File: src/rtl/hamming_encoder_stream.sv
// Streaming Hamming(31,26) encoder with a 2-stage valid/ready pipeline and
// optional single-bit error injection, feeding the matching Hamming decoder.
module hamming_encoder_stream #(
  parameter int DATA_W = 26,
  parameter int CODE_W = 32,
  parameter int CNT_W  = 16
) (
  input  logic              clk,
  input  logic              rst_n,
  input  logic              in_valid,
  output logic              in_ready,
  input  logic [DATA_W-1:0] data_in,
  input  logic              err_inj_en,
  input  logic [4:0]        err_pos,
  output logic              out_valid,
  input  logic              out_ready,
  output logic [CODE_W-1:0] data_out,
  output logic [CNT_W-1:0]  word_count
);

  if (DATA_W != 26 || CODE_W != 32) begin : g_bad_param
    $error("hamming_encoder_stream supports only DATA_W=26, CODE_W=32");
  end

  // Data bits fill the non-power-of-two positions in ascending order. The
  // syndrome of those positions is exactly the parity vector, so parity bit i
  // (at position 2^i) is bit i of the XOR of all set data positions.
  function automatic logic [30:0] encode(input logic [DATA_W-1:0] d);
    logic [30:0] c;
    logic [4:0]  k;
    logic [4:0]  pos;
    logic [4:0]  syn;
    c   = '0;
    k   = '0;
    syn = '0;
    for (int b = 0; b < 31; b++) begin
      pos = 5'(b + 1);
      if ((pos & (pos - 5'd1)) != 5'd0) begin
        c[pos - 5'd1] = d[k];
        if (d[k]) syn = syn ^ pos;
        k = k + 5'd1;
      end
    end
    c[0]  = syn[0];
    c[1]  = syn[1];
    c[3]  = syn[2];
    c[7]  = syn[3];
    c[15] = syn[4];
    return c;
  endfunction

  logic              s1_valid;
  logic [DATA_W-1:0] s1_data;
  logic              s1_inj;
  logic [4:0]        s1_pos;
  logic              s2_valid;
  logic [30:0]       s2_code;
  logic [CNT_W-1:0]  word_count_q;
  logic [30:0]       code_inj;
  logic              s1_load;
  logic              s2_load;
  logic              s2_free;

  // S2 can take a word when empty or when its current word leaves this cycle.
  assign s2_free  = !s2_valid || out_ready;
  assign in_ready = !s1_valid || s2_free;
  assign s1_load  = in_valid && in_ready;
  assign s2_load  = s1_valid && s2_free;

  // NOTE: combinational blocks assign every output a default first so no
  // path leaves a variable unassigned and infers a latch.
  always_comb begin
    code_inj = encode(s1_data);
    if (s1_inj && s1_pos != 5'd0) begin
      code_inj[s1_pos - 5'd1] = ~code_inj[s1_pos - 5'd1];
    end
  end

  // NOTE: sequential state uses non-blocking assignments so every register
  // samples pre-edge values regardless of statement order. The data
  // registers are also reset so data_out is 0 in reset and never X.
  always_ff @(posedge clk or negedge rst_n) begin
    if (!rst_n) begin
      s1_valid     <= 1'b0;
      s1_data      <= '0;
      s1_inj       <= 1'b0;
      s1_pos       <= '0;
      s2_valid     <= 1'b0;
      s2_code      <= '0;
      word_count_q <= '0;
    end else begin
      if (s1_load) begin
        s1_valid <= 1'b1;
        s1_data  <= data_in;
        s1_inj   <= err_inj_en;
        s1_pos   <= err_pos;
      end else if (s2_load) begin
        s1_valid <= 1'b0;
      end

      if (s2_load) begin
        s2_valid <= 1'b1;
        s2_code  <= code_inj;
      end else if (out_ready) begin
        s2_valid <= 1'b0;
      end

      if (s2_valid && out_ready) begin
        word_count_q <= word_count_q + 1'b1;
      end
    end
  end

  assign out_valid  = s2_valid;
  assign data_out   = {1'b0, s2_code};
  assign word_count = word_count_q;

endmodule
File: config.mk
export PLATFORM = sky130hd
export DESIGN_NAME = hamming_encoder_stream
export DESIGN_NICKNAME = d
export VERILOG_FILES = /design/src/rtl/hamming_encoder_stream.sv
export SDC_FILE = /design/constraint.sdc
export NUM_CORES = 1
export LEC_CHECK = 0
export ABC_AREA = 1
export CAP_MARGIN = 0
export CORE_UTILIZATION = 50
export DETAILED_ROUTE_END_ITERATION = 8
export HOLD_SLACK_MARGIN = 0.15
export PLACE_DENSITY = 0.78
export SLEW_MARGIN = 20
export SYNTH_ARGS = -nofsm -noshare
export SYNTH_HDL_FRONTEND = slang
export SYNTH_SLANG_ARGS = --single-unit
File: constraint.sdc
create_clock -name clk -period 2.07 [get_ports clk]
set_input_delay 0.207 -clock clk [delete_from_list [all_inputs] [get_ports clk]]
set_output_delay 0.207 -clock clk [all_outputs]
set_load 0.01 [all_outputs]
==> flow_metrics.env <==
export IMPL_cts_htree_levels=3
export IMPL_finalCritPeriodShare_pct=106
export IMPL_wl_per_cell_um=15.3
export IMPL_via_per_inst=5.36
export IMPL_grt_pass1_wl_mm=25.1
export IMPL_io_pins=86
export IMPL_drive_gt1_share_pct=31.0
export IMPL_synthToLayoutAreaGrowth_pct=41.1
export IMPL_remaining_drc_errors=0
export IMPL_slew_headroom_pct=65.7
export IMPL_outcome="complete, but fails checks"
export IMPL_p_per_area_mw_per_mm2=1040
export IMPL_diodes=0
export IMPL_crit_family="simple AND/OR/NAND/NOR gates"
export IMPL_post_route_util_pct=73.9
export IMPL_ys_seq_area_share_pct=36.8
export IMPL_worst_hold_slack_ps=329
export IMPL_critPathMaxStageDelay_ps=470
export IMPL_hp_class="in2async"
export IMPL_start_util_pct=52.4
export IMPL_hpwlAfterDp_mm=11.5
export IMPL_syn_cell_area_mm2=0.00550
export IMPL_met1_length_mm=6.68
export IMPL_synth_cell_types=37
export IMPL_wl_met2_mm=8.19
export IMPL_ir_worst_vdd_mv=0.715
export IMPL_cts_inserted_buffers=9
export IMPL_io_buffer_count=84
export IMPL_chipWidth_um=107
export IMPL_finalHoldViolCount=0
export IMPL_worst_slack_ps=-120
export IMPL_die_area_mm2=0.0114
export IMPL_gr_usage_all_layers_pct=28.2
export IMPL_violations="setup timing"
export IMPL_fmax_mhz=457
export IMPL_ctsRootBufferMaster="clkbuf_8"
export IMPL_row_count=37
export IMPL_fin_crit_ps=2190
export IMPL_nets=999
export IMPL_worstMarginPinSlew_ps=514
export IMPL_clockBufferDepth=2
export IMPL_critPathKind="reg2reg"
export IMPL_placed_cell_area_mm2=0.00678
export IMPL_antenna_found_initial=0
export IMPL_core_area_mm2=0.0105
export IMPL_wl_mm=16.7
export IMPL_fin_setup_tns_ps=-2670
export IMPL_clk_latency_ps=380
export IMPL_path_common_cell="nand2_2"
export IMPL_clk_pin_slew_worst_paths_ps=90
export IMPL_highest_signal_layer="met4"
export IMPL_clock_skew_ps=11.1
export IMPL_fp_dieH_um=107
export IMPL_cp_start_kind="flip-flop"
export IMPL_clkSinkCount=81
export IMPL_place_inst=1043
export IMPL_synth_nets=835
export IMPL_wl_met3_mm=1.06
export IMPL_setup_violations=27
export IMPL_end_kind="flip-flop"
export IMPL_post_place_ws_ps=-73.6
export IMPL_synth_seq_cells=81
export IMPL_vias=5885
export IMPL_grt_overflow=0
export IMPL_maxCapViolCount=0
export IMPL_syn_inst=793
export IMPL_final_cells=1098
export IMPL_required_ps=2350
export IMPL_dr_first_iter_drc_count=363
export IMPL_rsz0062_at_grt="true"
export IMPL_stdcell_area_mm2=0.00777
export IMPL_synth_avg_cell_area_um2=6.94
export IMPL_yosys_warnings=0
export IMPL_worstPathArrival_ps=2470
export IMPL_grt_pass1_vias=5369
export IMPL_cts_tree="done"
export IMPL_grt_max_degree=48
export IMPL_p_total_mw=8.06
export IMPL_power_leakage_nw=3.77
export IMPL_gp_congestion=0.934
export IMPL_path_max_fanout=5
export IMPL_report_final_slew_viol_count=0
export IMPL_cp_slowest_cell="dfrtp_2"
export IMPL_ant_nets=0
export IMPL_first_pass_iters=5
export IMPL_crit_chain="inv_4, nand2_2, nand2_2, xor2_1, nand2_2, nand2_2, nand2_2, nand2_4, nand2_2, nand2_2, nand2_2, a21oi_4, buf_12, clkbuf_16, nand3_2, nand2_2, nand2_1"
export IMPL_cp_num_buf_inv=3
[report_power, final]
part           total [mW]  switching [mW]  leakage (nW)  internal [mW]
Clock                1.25           0.675        0.0988          0.578
Sequential           2.31           0.347         0.941           1.97
Combinational        4.49            2.36          2.73           2.14
[cells in the mapped netlist]
cell,instances,area (um^2)
a21oi_4,1,16.3
nor3b_1,1,7.51
xor2_2,1,16.3
dlygate4sd3_1,3,30.0
nand3_1,41,205
a21o_1,1,7.51
clkbuf_8,5,68.8
nand3b_1,1,7.51
xnor2_2,1,16.3
inv_2,21,78.8
nand2_1,267,1000
inv_6,1,8.76
buf_4,5,37.5
dfrtp_1,81,2030
nor3_1,2,10.0
nand4_1,3,18.8
buf_2,3,15.0
inv_4,1,6.26
o21ai_0,14,70.1
buf_6,10,113
xnor2_1,11,96.3
nand3_2,30,300
clkbuf_1,5,18.8
mux2_2,3,33.8
a21oi_1,47,235
inv_1,50,188
ha_1,6,75.1
nor3_2,1,10.0
clkbuf_2,1,5.00
o21ai_1,3,15.0
nand4_2,1,12.5
buf_1,1,3.75
nor4_1,2,12.5
xor2_1,14,123
nand2_2,12,75.1
conb_1,1,3.75
nor2_1,142,533
[what timing repair did]
| item | CTS | global route |
|---|---|---|
| pin swaps | 0 | 68 |
| endpoints found under the hold margin | 34 | 0 |
| gates resized for setup | 12 | 111 |
| setup buffers | 0 | 32 |
| gates cloned | 0 | 6 |
| setup endpoints to repair | 31 | 31 |
| hold buffers | 1 | 0 |
[per-layer routing]
metal / vias to the layer above / global-route usage (%)
li1: 2796 / -
met1: 2787 / 34.8
met2: 232 / 47.1
met3: 70 / 4.01
met4: 0 / 16.2
met5: - / 0
[final cells by class]
| type | instances | area [um^2] |
|---|---|---|
| well taps | 136 | 170 |
| fillers | 808 | 2740 |
| multi-input cells | 606 | 3250 |
| inverters | 73 | 292 |
| repair buffers | 186 | 1800 |
| clock inverters | 7 | 82.6 |
| flip-flops and latches | 81 | 2040 |
| clock buffers | 9 | 124 |
[path summary, 6_finish.rpt]
| path | startpoint | to | slack (ps) | cells after the start |
|---|---|---|---|---|
| worst max-delay path | s1_data[22] | s2_code[1] | -120 | 17 |
| worst min-delay path | rst_n | s1_data[10] | 330 | 2 |
| worst max register to register | s1_data[22] | s2_code[1] | -120 | 17 |
| worst min register to register | s2_code[0] | s2_code[0] | 480 | 2 |
| max in group asynchronous | rst_n | s2_code[22] | 1090 | 3 |
| min in group clk | data_in[18] | s1_data[18] | 390 | 3 |
[layout by cell type, fill, tap and decap left out, types with 3 or more instances in the layout]
master | Yosys | final
inv_4 | 1 | 3
nor2_1 | 142 | 137
a21oi_1 | 47 | 45
xnor2_1 | 11 | 9
mux2_2 | 3 | 3
nor2_2 | 0 | 4
clkbuf_8 | 5 | 9
inv_1 | 50 | 41
nand4_1 | 3 | 3
inv_2 | 21 | 27
nand2_4 | 0 | 3
o21ai_1 | 3 | 4
clkbuf_16 | 0 | 5
clkdlybuf4s50_1 | 0 | 83
o21ai_0 | 14 | 11
buf_12 | 0 | 5
nand3_2 | 30 | 40
dfrtp_1 | 81 | 68
ha_1 | 6 | 4
buf_4 | 5 | 82
xor2_1 | 14 | 13
dfrtp_2 | 0 | 13
nand3_1 | 41 | 29
inv_6 | 1 | 4
buf_6 | 10 | 8
nand2_2 | 12 | 67
nand2_1 | 267 | 209
[kinds of logic (layout without fill, tap and decap cells)]
group | count (synthesis) | in the layout | share of synthesized area, %
muxes | 3 | 3 | 0.614
buffers and inverters | 106 | 275 | 10.4
xor gates and xnor gates | 27 | 27 | 4.57
DFF | 81 | 81 | 36.8
adders and majority gates | 6 | 6 | 1.36
and+or+nand+nor | 503 | 503 | 39.9
AOI/OAI and AO/OA | 66 | 66 | 6.25
other | 1 | 1 | 0.0681
[state kept, by name, summed over array words and instances (netlist names)]
| name | count |
|---|---|
| out_valid | 1 |
| s1_data | 26 |
| s1_inj | 1 |
| s1_pos | 5 |
| s1_valid | 1 |
| s2_code | 31 |
| word_count | 16 |
No activity file was read; power rests on OpenSTA's default activity.
